--- src/rtl/morse_pkg.sv ---
// Shared symbol codes, unit multiples and FSM state type for the Morse keyer
// and the future receive-side decoder.
package morse_pkg;

  localparam logic [1:0] SYM_END  = 2'b00;
  localparam logic [1:0] SYM_DOT  = 2'b01;
  localparam logic [1:0] SYM_DASH = 2'b10;
  localparam logic [1:0] SYM_WSP  = 2'b11;

  localparam logic [2:0] DOT_U  = 3'd1;
  localparam logic [2:0] DASH_U = 3'd3;
  localparam logic [2:0] GAP_U  = 3'd1;
  localparam logic [2:0] CGAP_U = 3'd2;
  localparam logic [2:0] WSP_U  = 3'd7;

  localparam int SYMS_PER_WORD = 10;
  localparam int WORD_W        = 2 * SYMS_PER_WORD;

  typedef enum logic [2:0] {
    ST_IDLE,
    ST_FETCH,
    ST_MARK,
    ST_GAP,
    ST_WSPACE,
    ST_CGAP,
    ST_ACK,
    ST_SETTLE
  } state_t;

endpackage

--- src/rtl/morse_keyer_if.sv ---
// Character FIFO read port: head word, non-empty flag and the advance pulse.
interface morse_keyer_if;
  import morse_pkg::*;

  logic [WORD_W-1:0] i_data;
  logic              i_valid;
  logic              o_next;

  modport master (output i_data, output i_valid, input o_next);
  modport slave  (input i_data, input i_valid, output o_next);

endinterface

--- src/rtl/morse_unit_timer.sv ---
// Down-counting interval timer: load n units, expire on the cycle the count is 0.
module morse_unit_timer #(
  parameter int UNIT_CYCLES = 1200000,
  parameter int CNT_W       = 24
) (
  input  logic       i_clk,
  input  logic       i_rst,
  input  logic       i_load,
  input  logic [2:0] i_units,
  output logic       o_expired
);

  localparam logic [CNT_W-1:0] UNIT_C = CNT_W'(UNIT_CYCLES);

  logic [CNT_W-1:0] r_cnt;
  logic             r_run;
  logic [CNT_W-1:0] w_load_val;

  assign w_load_val = CNT_W'(i_units) * UNIT_C - CNT_W'(1);
  assign o_expired  = r_run && (r_cnt == '0);

  // A load on the expiry cycle wins, so intervals chain with no dead cycle.
  always_ff @(posedge i_clk) begin
    if (i_rst) begin
      r_cnt <= '0;
      r_run <= 1'b0;
    end else if (i_load) begin
      r_cnt <= w_load_val;
      r_run <= 1'b1;
    end else if (r_run) begin
      if (r_cnt == '0) r_run <= 1'b0;
      else             r_cnt <= r_cnt - CNT_W'(1);
    end
  end

endmodule

--- src/rtl/morse_keyer.sv ---
// Reads one encoded character from the FIFO head, keys it out on o_key, then
// pulses o_next. States: IDLE wait | FETCH decode | MARK tone | GAP symbol gap |
// WSPACE word space | CGAP char gap tail | ACK o_next | SETTLE FIFO holdoff.
module morse_keyer
  import morse_pkg::*;
#(
  parameter int UNIT_CYCLES = 1200000,
  parameter int CNT_W       = 24
) (
  input  logic                i_clk,
  input  logic                i_rst,
  morse_keyer_if.slave        fifo,
  output logic                o_key,
  output logic                o_busy
);

  localparam logic [3:0] IDX_MAX = 4'(SYMS_PER_WORD);

  state_t            r_state;
  logic [WORD_W-1:0] r_shift;
  logic [3:0]        r_idx;
  logic              r_ws_last;
  logic              r_key;
  logic              r_next;
  logic              r_busy;

  logic       w_expired;
  logic       w_load;
  logic [2:0] w_units;
  logic [1:0] w_sym;
  logic       w_end;

  assign w_sym = r_shift[WORD_W-1 -: 2];
  assign w_end = (r_idx == IDX_MAX) || (w_sym == SYM_END);

  assign o_key       = r_key;
  assign o_busy      = r_busy;
  assign fifo.o_next = r_next;

  // Timer must load on the same edge the FSM enters the timed state.
  always_comb begin
    w_load  = 1'b0;
    w_units = GAP_U;
    case (r_state)
      ST_FETCH: begin
        w_load = !(w_end && r_ws_last);
        if (w_end)                   w_units = CGAP_U;
        else if (w_sym == SYM_DOT)   w_units = DOT_U;
        else if (w_sym == SYM_DASH)  w_units = DASH_U;
        else                         w_units = WSP_U;
      end
      ST_MARK: begin
        w_load  = w_expired;
        w_units = GAP_U;
      end
      default: ;
    endcase
  end

  morse_unit_timer #(
    .UNIT_CYCLES (UNIT_CYCLES),
    .CNT_W       (CNT_W)
  ) u_timer (
    .i_clk     (i_clk),
    .i_rst     (i_rst),
    .i_load    (w_load),
    .i_units   (w_units),
    .o_expired (w_expired)
  );

  always_ff @(posedge i_clk) begin
    if (i_rst) begin
      r_state   <= ST_IDLE;
      r_shift   <= '0;
      r_idx     <= '0;
      r_ws_last <= 1'b0;
      r_key     <= 1'b0;
      r_next    <= 1'b0;
      r_busy    <= 1'b0;
    end else begin
      r_next <= 1'b0;
      case (r_state)
        ST_IDLE: begin
          if (fifo.i_valid) begin
            r_busy <= 1'b1;
            if (fifo.i_data != '0) begin
              r_shift   <= fifo.i_data;
              r_idx     <= '0;
              r_ws_last <= 1'b0;
              r_state   <= ST_FETCH;
            end else begin
              r_next  <= 1'b1;
              r_state <= ST_ACK;
            end
          end
        end
        ST_FETCH: begin
          if (w_end) begin
            if (r_ws_last) begin
              r_next  <= 1'b1;
              r_state <= ST_ACK;
            end else begin
              r_state <= ST_CGAP;
            end
          end else if (w_sym == SYM_WSP) begin
            r_state <= ST_WSPACE;
          end else begin
            r_key   <= 1'b1;
            r_state <= ST_MARK;
          end
        end
        ST_MARK: begin
          if (w_expired) begin
            r_key     <= 1'b0;
            r_shift   <= {r_shift[WORD_W-3:0], 2'b00};
            if (r_idx != IDX_MAX) r_idx <= r_idx + 4'd1;
            r_ws_last <= 1'b0;
            r_state   <= ST_GAP;
          end
        end
        ST_GAP: begin
          if (w_expired) r_state <= ST_FETCH;
        end
        ST_WSPACE: begin
          if (w_expired) begin
            r_shift   <= {r_shift[WORD_W-3:0], 2'b00};
            if (r_idx != IDX_MAX) r_idx <= r_idx + 4'd1;
            r_ws_last <= 1'b1;
            r_state   <= ST_FETCH;
          end
        end
        ST_CGAP: begin
          if (w_expired) begin
            r_next  <= 1'b1;
            r_state <= ST_ACK;
          end
        end
        ST_ACK: begin
          r_state <= ST_SETTLE;
        end
        ST_SETTLE: begin
          r_busy  <= 1'b0;
          r_state <= ST_IDLE;
        end
        default: r_state <= ST_IDLE;
      endcase
    end
  end

endmodule

--- src/flat_wrapper.sv ---
// flat-port wrapper written by rule: the top's interface ports become plain ports
module morse_keyer_flat import morse_pkg::*;
#(
  parameter int UNIT_CYCLES = 1200000,
  parameter int CNT_W       = 24
)
  (i_clk, i_rst, o_key, o_busy, fifo_i_data, fifo_i_valid, fifo_o_next);
  morse_keyer_if fifo_i ();
  input  logic i_clk;
  input  logic i_rst;
  output logic o_key;
  output logic o_busy;
  input wire logic [$bits(fifo_i.i_data)-1:0] fifo_i_data;
  input wire logic [$bits(fifo_i.i_valid)-1:0] fifo_i_valid;
  output wire logic [$bits(fifo_i.o_next)-1:0] fifo_o_next;
  assign fifo_i.i_data = fifo_i_data;
  assign fifo_i.i_valid = fifo_i_valid;
  assign fifo_o_next = fifo_i.o_next;
  morse_keyer #(.UNIT_CYCLES(UNIT_CYCLES), .CNT_W(CNT_W)) u_core (.i_clk(i_clk), .i_rst(i_rst), .fifo(fifo_i), .o_key(o_key), .o_busy(o_busy));
endmodule
--- config.mk ---
export PLATFORM = sky130hd
export DESIGN_NAME = morse_keyer_flat
export DESIGN_NICKNAME = d
export VERILOG_FILES = /design/src/rtl/morse_pkg.sv /design/src/rtl/morse_keyer_if.sv /design/src/rtl/morse_unit_timer.sv /design/src/rtl/morse_keyer.sv /design/src/flat_wrapper.sv
export SDC_FILE = /design/constraint.sdc
export NUM_CORES = 1
export LEC_CHECK = 0
export CORE_MARGIN = 10
export CORE_UTILIZATION = 50
export DETAILED_ROUTE_END_ITERATION = 6
export GPL_TIMING_DRIVEN = 0
export PLACE_DENSITY_LB_ADDON = 0.15
export SYNTH_ARGS = -nofsm -noshare
export SYNTH_HDL_FRONTEND = slang
export SYNTH_HIERARCHICAL = 1
export SYNTH_SLANG_ARGS = --single-unit
--- constraint.sdc ---
create_clock -name i_clk -period 5.4 [get_ports i_clk]
set_input_delay 0.54 -clock i_clk [delete_from_list [all_inputs] [get_ports i_clk]]
set_output_delay 0.54 -clock i_clk [all_outputs]
set_load 0.05 [all_outputs]
==> reports/metrics.cfg <==
[global_route]
grt_overflow=0
grt_use_total=0.159
grt_max_degree=17
grt_antenna_before_repair=0
grt_pass1_vias=3400
grt_pass1_wl_um=15500

[synth]
yosys_most_used_dff=dfxtp_1
yosys-top-cells-area=dfxtp_1 29%, a311oi_2 6.9%, nor2_1 5.7%
ys_seq_elements=56
seq_area_frac_synth=0.288
synth.cell_area_sq_um=3890
synth_cell_types=77
synth_cells=471
synth_nets=511
synth_top_cell_by_area=dfxtp_1
async_flop_share=0
ys_warn_count=6
synth_edf_count=0
synth.avg_cell_area_sq_um=8.27
synth_top_area_share=0.288

[placed_design]
pre_cts_slack_ns=0.723
place_congestion=0.924
hpwl_um=7380
io_buffers=24
place_area_sq_um=4260

[min_path]
holdPathEnd=u_core/r_shift[0]
holdPathStages=2
hold_path.class=flip-flop to flip-flop
min-delay-start=u_core/r_shift[0]

[power]
pwr-share-clk=0.092
switching_power_mw=1.22
ir_drop_uv=212
p_comb_frac=0.634
p_int_mw=1.32
leakagePower_nw=1.59
netSwitchingFraction=0.480
seqPwrFrac=0.273
p_per_area_nw_per_um2=584

[cts]
cts.path.max_buffers=2
h-tree-depth=2
path_clk_slew_ns=0.11
hold_buffers=0
cts_resized=0
cts_sinks=56
cts_tree=built
insertion_delay_ns=0.31
cts-buffers-inserted=5
clockRootBuffer=clkbuf_8
post_cts_buffers=0

[setup_path]
worstSetupEndpointType=flip-flop
rr_endpoint=u_core/u_timer/r_cnt[19]
cp_data_arrival_time_ns=5.01
timing.rr.start=u_core/r_state[1]
crit_type=flip-flop to flip-flop
reg2reg_depth=13
path_max_fanout=10
cp-start-kind=flip-flop
cp.required_ns=5.63
reg2reg_slack_ns=0.63

[route]
dr_total_vias=3491
wl_per_cell_um=15.8
route.antenna.remaining_nets=0
wl_um=9540
drc=0
drtIter0Drc=103
vias_per_cell=5.78
drt-pass1-iter-count=4

[final_layout]
syn_to_final_growth_pct=11.5
design_area_sq_um=4340
post-route-util=0.568
antenna_cells=0
drive_above_1_share=0.124
fin_nets=542

[sta]
finalCritPeriodShare=0.884
finClkSkew_ns=0.0131
fin_crit_ns=4.77
final_max_slew_viol_count=0
rsz0062_at_grt=no
tightest_slew_ns=0.872
max-slew-margin-rel=0.419
setup_viol=0
hold_viol=0
max_freq_mhz=209
fin_ws_ns=0.626
finalSetupTns_ns=0

[run_status]
status=complete, no violations

[floorplanning]
die_h_um=108
dieArea_sq_um=11700
boundaryPins=26
start_util=0.509
core-area_sq_um=7650
die_w_um=108
rows=32

[run]
cap_violations=0

[cell type report]
| type | instances | area, sq um |
|---|---|---|
| Multi-Input combinational cell | 369 | 2530 |
| Timing Repair Buffer | 24 | 240 |
| Fill cell | 729 | 3300 |
| Inverter | 18 | 67.6 |
| Sequential cell | 56 | 1120 |
| Buffer | 28 | 175 |
| Clock buffer | 6 | 72.6 |
| Tap cell | 102 | 128 |
| Clock inverter | 1 | 8.76 |
[per-stage QoR]
step / hold WS [ns] / total power [mW] / instances
6_report: 0.481 / 2.54 / 604
3_3_place_gp: 0.459 / 2.26 / 597
2_1_floorplan: 0.445 / 1.96 / 471
3_5_place_dp: 0.467 / 2.30 / 597
5_1_grt: 0.513 / 2.75 / 604
4_1_cts: 0.487 / 2.54 / 604
[worst max-delay path, stage by stage, from the launching register on]
cell and delay, ns:
dfxtp_1 0.34, buf_2 0.18, nand2b_1 0.19, or2_1 0.28, a21oi_1 0.69, fa_1 0.63, ha_1 0.27, fa_1 0.50
nor3b_1 0.32, and3_1 0.21, o21ai_1 0.15, nor4_1 0.53, xor2_1 0.17, a211oi_1 0.24
[flip-flops by register name, indices dropped and copies added (netlist names)]
signal and count:
u_core/u_timer/r_run 1, u_core/fifo.o_next 1, u_core/o_key 1, u_core/u_timer/r_cnt 24, u_core/r_idx 4, u_core/r_shift 20, u_core/o_busy 1, u_core/r_ws_last 1
u_core/r_state 3
[worst max-delay path by stage]
stage                           start                  endpoint  slack [ns]  cells past startpoint
finish              u_core/r_state[1]  u_core/u_timer/r_cnt[19]        0.63                     13
global route          u_core/r_idx[0]  u_core/u_timer/r_cnt[19]        0.29                     15
CTS                   u_core/r_idx[0]  u_core/u_timer/r_cnt[19]        0.67                     15
detailed placement    u_core/r_idx[0]  u_core/u_timer/r_cnt[19]        0.72                     15
global placement      u_core/r_idx[0]  u_core/u_timer/r_cnt[19]        0.74                     15
floorplan             u_core/r_idx[0]  u_core/u_timer/r_cnt[19]        1.31                     15
[cells by family (layout without fill, tap and decap cells)]
family	Yosys count	in the layout	share of synthesized area
adder cells (fa/ha/maj)	17	17	0.0623
XOR/XNOR	33	33	0.0742
AO/OA/AOI/OAI	103	103	0.220
AND/OR/NAND/NOR	214	214	0.287
buffers and inverters	46	77	0.0623
multiplexers	2	2	0.00546
flip-flops	56	56	0.288
[cells in the mapped netlist, types with 3 or more instances]
cell type,count
o211a_1,3
nand3_1,13
nand2b_1,15
nand4_1,3
inv_1,18
nor4_1,8
and2_1,3
dfxtp_1,56
nand3b_1,3
nor2_1,59
xor2_1,20
nor2b_1,3
a311oi_1,3
nand2_1,57
buf_6,3
nor4b_1,3
nand4b_1,3
or2_2,3
a311oi_2,18
o21ai_0,9
ha_1,13
xnor2_1,13
nor4_2,3
a21oi_1,28
fa_1,4
a211oi_1,11
nor3_1,14
buf_2,10
clkbuf_1,9
or3_1,3
nor3b_1,3
and3_1,4
[per-layer routing]
layer	wire length (um)	global-route usage	part of all wire
met2	4820	0.289	0.51
met3	439	0.0375	0.046
met4	127	0.0468	0.013
met1	4150	0.180	0.44
met5	0	0	0
[cell usage in the layout (no fill, tap or decap), types with 4 or more instances in the layout]
cell / count
nor2_1: 59
nand2_1: 57
dfxtp_1: 56
a21oi_1: 28
clkdlybuf4s50_1: 24
xor2_1: 20
a311oi_2: 18
inv_1: 18
nand2b_1: 15
nor3_1: 14
nand3_1: 13
ha_1: 13
xnor2_1: 13
a211oi_1: 11
clkbuf_1: 10
buf_2: 10
o21ai_0: 9
nor4_1: 8
clkbuf_8: 6
and3_1: 4
fa_1: 4
[power groups by stage]
stage / clock, mW / combinational (mW) / sequential, mW
3_5_place_dp: 0 / 1.59 / 0.702
5_1_grt: 0.254 / 1.78 / 0.714
4_1_cts: 0.241 / 1.60 / 0.694
6_report: 0.234 / 1.61 / 0.694
3_3_place_gp: 0 / 1.56 / 0.696
2_1_floorplan: 0 / 1.27 / 0.688
Power figures use the tool's default switching activity.
==> edit 1 (same settings) <==
Encoding of `state_t`: now one-hot (8 bits for 8 states).
--- a/src/rtl/morse_pkg.sv
+++ b/src/rtl/morse_pkg.sv
@@ -16,15 +16,15 @@
   localparam int SYMS_PER_WORD = 10;
   localparam int WORD_W        = 2 * SYMS_PER_WORD;
 
-  typedef enum logic [2:0] {
-    ST_IDLE,
-    ST_FETCH,
-    ST_MARK,
-    ST_GAP,
-    ST_WSPACE,
-    ST_CGAP,
-    ST_ACK,
-    ST_SETTLE
+  typedef enum logic [7:0] {
+    ST_IDLE   = 8'b00000001,
+    ST_FETCH  = 8'b00000010,
+    ST_MARK   = 8'b00000100,
+    ST_GAP    = 8'b00001000,
+    ST_WSPACE = 8'b00010000,
+    ST_CGAP   = 8'b00100000,
+    ST_ACK    = 8'b01000000,
+    ST_SETTLE = 8'b10000000
   } state_t;
 
 endpackage
Check against the original RTL: no difference found for any inputs over 10 cycles, from zero or initial values and one cycle with i_rst high; not proved beyond that.
==> edit 1 against the unedited design <==
Final area rose by 8.6%; worst hold slack got worse by 0.026 ns; sequential cell count rose by 5; cell count rose by 2.8%; synthesized area rose by 6.8%; routed wire length rose by 5.2%; worst setup slack got worse by 0.27 ns; critical endpoint unchanged.
Power is not compared: it rests on default switching activity, and its combinational part moved more than twofold at a synthesized area within 25%.
==> edit 1: results <==
metrics = {
    "final_layout": {
        "largestRegisters": "u_core/u_timer/r_cnt (24), u_core/r_shift (20), u_core/r_state (8)",
        "n_all_inverters": 20,
        "nets": 551,
        "multi_input_cells": 365,
        "multi_input_area_um2": 2670,
        "buffers": 54,
        "clock_area_share_pct": 3.93,
        "fillers": 739,
        "clock_buffers": 11,
        "buf_share_pct": 9.16,
        "drive_gt1_share_pct": 12.6,
        "regArea_um2": 1220,
    },
    "grt": {
        "grtUsageMet3_pct": 4.00,
        "grt_start_max_net_pins": 12,
        "grt.met2_usage_pct": 28.2,
        "grt_first_pass_wirelength_um": 17300,
        "grt_pass1_vias": 3723,
    },
    "clock_tree": {
        "htreeDepth": 3,
        "cts_made_buffers": 9,
        "clk_latency_ns": 0.34,
        "clkTransAtPathRegs_ns": 0.07,
    },
    "setup_path": {
        "r2r_slack_ns": 0.36,
        "critical_path_arrival_ns": 5.30,
        "reg2reg_from": "u_core/r_state[5]",
    },
    "drt": {
        "drt-wirelength-per-cell_um": 16.2,
        "first_iter_violations": 106,
        "viasPerCell": 5.95,
        "m1WireLength_um": 4570,
        "wl_met3_um": 403,
    },
    "synthesis": {
        "synthAdderAreaFrac_pct": 5.84,
        "synth-compound-area-share_pct": 22.0,
        "yosysUniqueCellTypes": 84,
        "synthTopCellsByArea": "dfxtp_1, a211oi_1, xor2_1",
        "synth.avg_cell_area_um2": 8.73,
        "synth_common_cells": "dfxtp_1, nor2_1, a21oi_1, a211oi_1",
        "synth_seq_cells": 61,
        "synth_xor_area_share_pct": 7.37,
        "ys_seq_area_share_pct": 29.4,
    },
    "placement": {
        "placed_cells": 605,
        "place_congestion": 0.853,
        "dp_hpwl_um": 7420,
    },
    "min_path": {
        "hp-start": "u_core/o_key",
    },
    "timing": {
        "worst_pin_slew_ns": 0.991,
        "hold_ws_ns": 0.455,
    },
    "status": {
        "status": "complete, no violations",
    },
}
## edit 1: cell types whose count changed after synthesis, sizes merged, moves of 3 or more
cell,change
nor2b,+3
a211oi,+17
nand2,-36
a31o,+15
nand2b,-4
dfxtp,+5
nand4,+3
mux2i,+15
a311oi,-17
nor4,+5
nor2,-16
## edit 1: through the flow
stage	setup WS (ns)	power [mW]	area (µm²)	utilization, %
after floorplan	1.27	1.06	4160	-
after global placement	0.498	1.18	4530	55.7
after detailed placement	0.424	1.19	4530	55.7
after CTS	0.388	1.58	4710	58.0
after global routing	0.0302	1.68	4710	58.0
final	0.356	1.57	4710	58.0
## edit 1: critical path, cell delays in order, from the launching register on
cell and delay, ns:
dfxtp_1 0.31, clkbuf_1 0.20, nor4_1 0.35, nand4_1 0.28, nor4_1 0.82, fa_1 0.62, ha_1 0.27, fa_1 0.49
nor3b_1 0.35, and3_1 0.22, o21ai_1 0.15, nor4_1 0.50, xor2_1 0.15, a211oi_1 0.23
==> edit 2 (config.mk and constraints unchanged) <==
Made on the original files. `CNT_W` is set to 24 in 3 places; all go to 36.
--- a/src/rtl/morse_unit_timer.sv
+++ b/src/rtl/morse_unit_timer.sv
@@ -1,7 +1,7 @@
 // Down-counting interval timer: load n units, expire on the cycle the count is 0.
 module morse_unit_timer #(
   parameter int UNIT_CYCLES = 1200000,
-  parameter int CNT_W       = 24
+  parameter int CNT_W       = 36
 ) (
   input  logic       i_clk,
   input  logic       i_rst,
--- a/src/rtl/morse_keyer.sv
+++ b/src/rtl/morse_keyer.sv
@@ -5,7 +5,7 @@
   import morse_pkg::*;
 #(
   parameter int UNIT_CYCLES = 1200000,
-  parameter int CNT_W       = 24
+  parameter int CNT_W       = 36
 ) (
   input  logic                i_clk,
   input  logic                i_rst,
--- a/src/flat_wrapper.sv
+++ b/src/flat_wrapper.sv
@@ -2,7 +2,7 @@
 module morse_keyer_flat import morse_pkg::*;
 #(
   parameter int UNIT_CYCLES = 1200000,
-  parameter int CNT_W       = 24
+  parameter int CNT_W       = 36
 )
   (i_clk, i_rst, o_key, o_busy, fifo_i_data, fifo_i_valid, fifo_o_next);
   morse_keyer_if fifo_i ();
Function: no difference found for any inputs over 10 cycles, from zero or initial values and one cycle with i_rst high; that may be too few to reach the edited logic, so the function may still have changed.
==> edit 2 against the unedited design <==
Power up 15%; worst hold slack worse by 0.034 ns; final area up 17%; worst setup slack worse by 0.15 ns; critical path type unchanged; synthesized area up 16%; cell count up 16%; sequential cell count up 12; routed wire length up 20%; largest power group unchanged.
==> edit 2: results <==
metrics = {
    "synthesis": {
        "yosysWarnings": 6,
        "synthTopCellsByArea": "dfxtp_1, a311oi_2, xnor2_1",
        "ys_seq_area_share_pct": 30.1,
        "yosysUniqueCellTypes": 71,
        "ys.flop_type": "dfxtp_1",
        "async_flop_share_pct": 0,
        "syn-num-nets": 597,
        "synth_common_cells": "dfxtp_1, nand2_1, nor2_1, a21oi_1, o21ai_0",
    },
    "grt": {
        "grt.met2_usage_pct": 31.0,
        "met1_usage_pct": 20.8,
        "track_usage_pct": 17.7,
        "grt_start_max_net_pins": 12,
        "grtUsageMet3_pct": 4.53,
        "grt_first_pass_wirelength_um": 19600,
        "grt_pass1_vias": 4145,
    },
    "placement": {
        "dp_hpwl_um": 8630,
        "io_buffers": 24,
        "place_congestion": 0.913,
        "placed_area_um2": 4890,
    },
    "drt": {
        "first_pass_iters": 5,
        "viasPerCell": 6.01,
        "drt-wirelength-per-cell_um": 16.3,
        "first_iter_violations": 291,
    },
    "setup_path": {
        "cp_max_fo": 7,
        "slowest_delay_ns": 0.59,
        "slowest_stage": "or4b_4",
        "critical_path_arrival_ns": 5.19,
        "path_delay_family": "simple AND/OR/NAND/NOR gates",
    },
    "clock_tree": {
        "clockRootBuffer": "clkbuf_8",
        "clkTransAtPathRegs_ns": 0.08,
        "htreeDepth": 3,
        "postCtsSetupBuffers": 0,
        "cts_max_path_buffers": 2,
        "cts_made_buffers": 9,
        "clk_latency_ns": 0.35,
    },
    "final_layout": {
        "fillers": 802,
        "drive_gt1_share_pct": 12.4,
        "largestRegisters": "u_core/u_timer/r_cnt (36), u_core/r_shift (20), u_core/r_idx (4)",
        "diodes": 0,
        "nets": 632,
    },
    "status": {
        "status": "complete, no violations",
    },
    "timing": {
        "finClkSkew_ns": 0.0106,
        "finalHoldViolations": 0,
        "relSlewSlack_pct": 31.9,
    },
    "pwr": {
        "ir_worst_vdd_uv": 246,
        "leakage_nw": 1.79,
    },
    "job": {
        "drv_cap": 0,
    },
}
-- edit 2: through the flow --
stage / instances / power, mW / setup WS, ns / utilization [%] / hold slack, ns
CTS: 703 / 2.92 / 0.234 / 58.0 / 0.448
global route: 703 / 3.17 / 0.0751 / 58.1 / 0.504
global placement: 687 / 2.45 / 0.360 / 55.9 / 0.440
floorplan: 555 / 2.13 / 0.851 / - / 0.423
finish: 703 / 2.92 / 0.479 / 58.1 / 0.447
detailed placement: 687 / 2.50 / 0.290 / 55.9 / 0.438
-- edit 2: power breakdown --
group,switching [mW],internal (mW)
registers,0.125,0.657
clock network,0.202,0.204
logic,1.06,0.673
-- edit 2: final timing paths --
path                                                from                        to  slack (ns)  depth (start not counted)
worst min register to register  u_core/u_timer/r_cnt[25]  u_core/u_timer/r_cnt[25]        0.45                          2
worst max register to register           u_core/r_idx[0]  u_core/u_timer/r_cnt[23]        0.48                         16
worst max-delay path                     u_core/r_idx[0]  u_core/u_timer/r_cnt[23]        0.48                         16
worst min-delay path            u_core/u_timer/r_cnt[25]  u_core/u_timer/r_cnt[25]        0.45                          2
-- edit 2: routing by layer --
layer / wire (µm) / up-vias
met5: 0 / -
met4: 184 / 0
met3: 724 / 17
met2: 5710 / 128
met1: 4850 / 1993
li1: - / 2090
-- edit 2: logic make-up after synthesis --
family          Yosys count  share of synthesized area [%]
compound gates          133                           23.0
buf+inv                  52                           5.62
fa+ha+maj                19                           5.92
xor+xnor                 35                           6.78
simple gates            246                           28.2
mux                       2                          0.443
flops                    68                           30.1
-- edit 2: layout make-up --
type                       count  area [µm²]  area share (%)
multi-input combinational    435        2910            57.2
sequential                    68        1360            26.7
timing repair buffer          24         240            4.72
buffer                        33         183            3.59
clock buffer                  13         169            3.32
tap                          108         135            2.65
inverter                      19        71.3            1.40
clock inverter                 3        20.0           0.393
-- edit 2: worst reg2reg max path, stage by stage, from the launching register on --
cell and delay, ns:
dfxtp_1 0.39, inv_1 0.09, ha_1 0.21, and3b_1 0.23, or2_0 0.21, buf_2 0.15
nand2_1 0.31, fa_1 0.58, ha_1 0.28, fa_1 0.45, nor2b_1 0.18, o31ai_1 0.25
xnor2_1 0.22, nand2_1 0.16, or4b_4 0.59, o311a_1 0.32, a211oi_1 0.20
-- edit 2: repair_timing --
| action | CTS | global route |
|---|---|---|
| endpoints found under the setup margin | 0 | 12 |
| resized for setup | 0 | 3 |
| hold buffers | 0 | 0 |
| endpoints found under the hold margin | 0 | 0 |
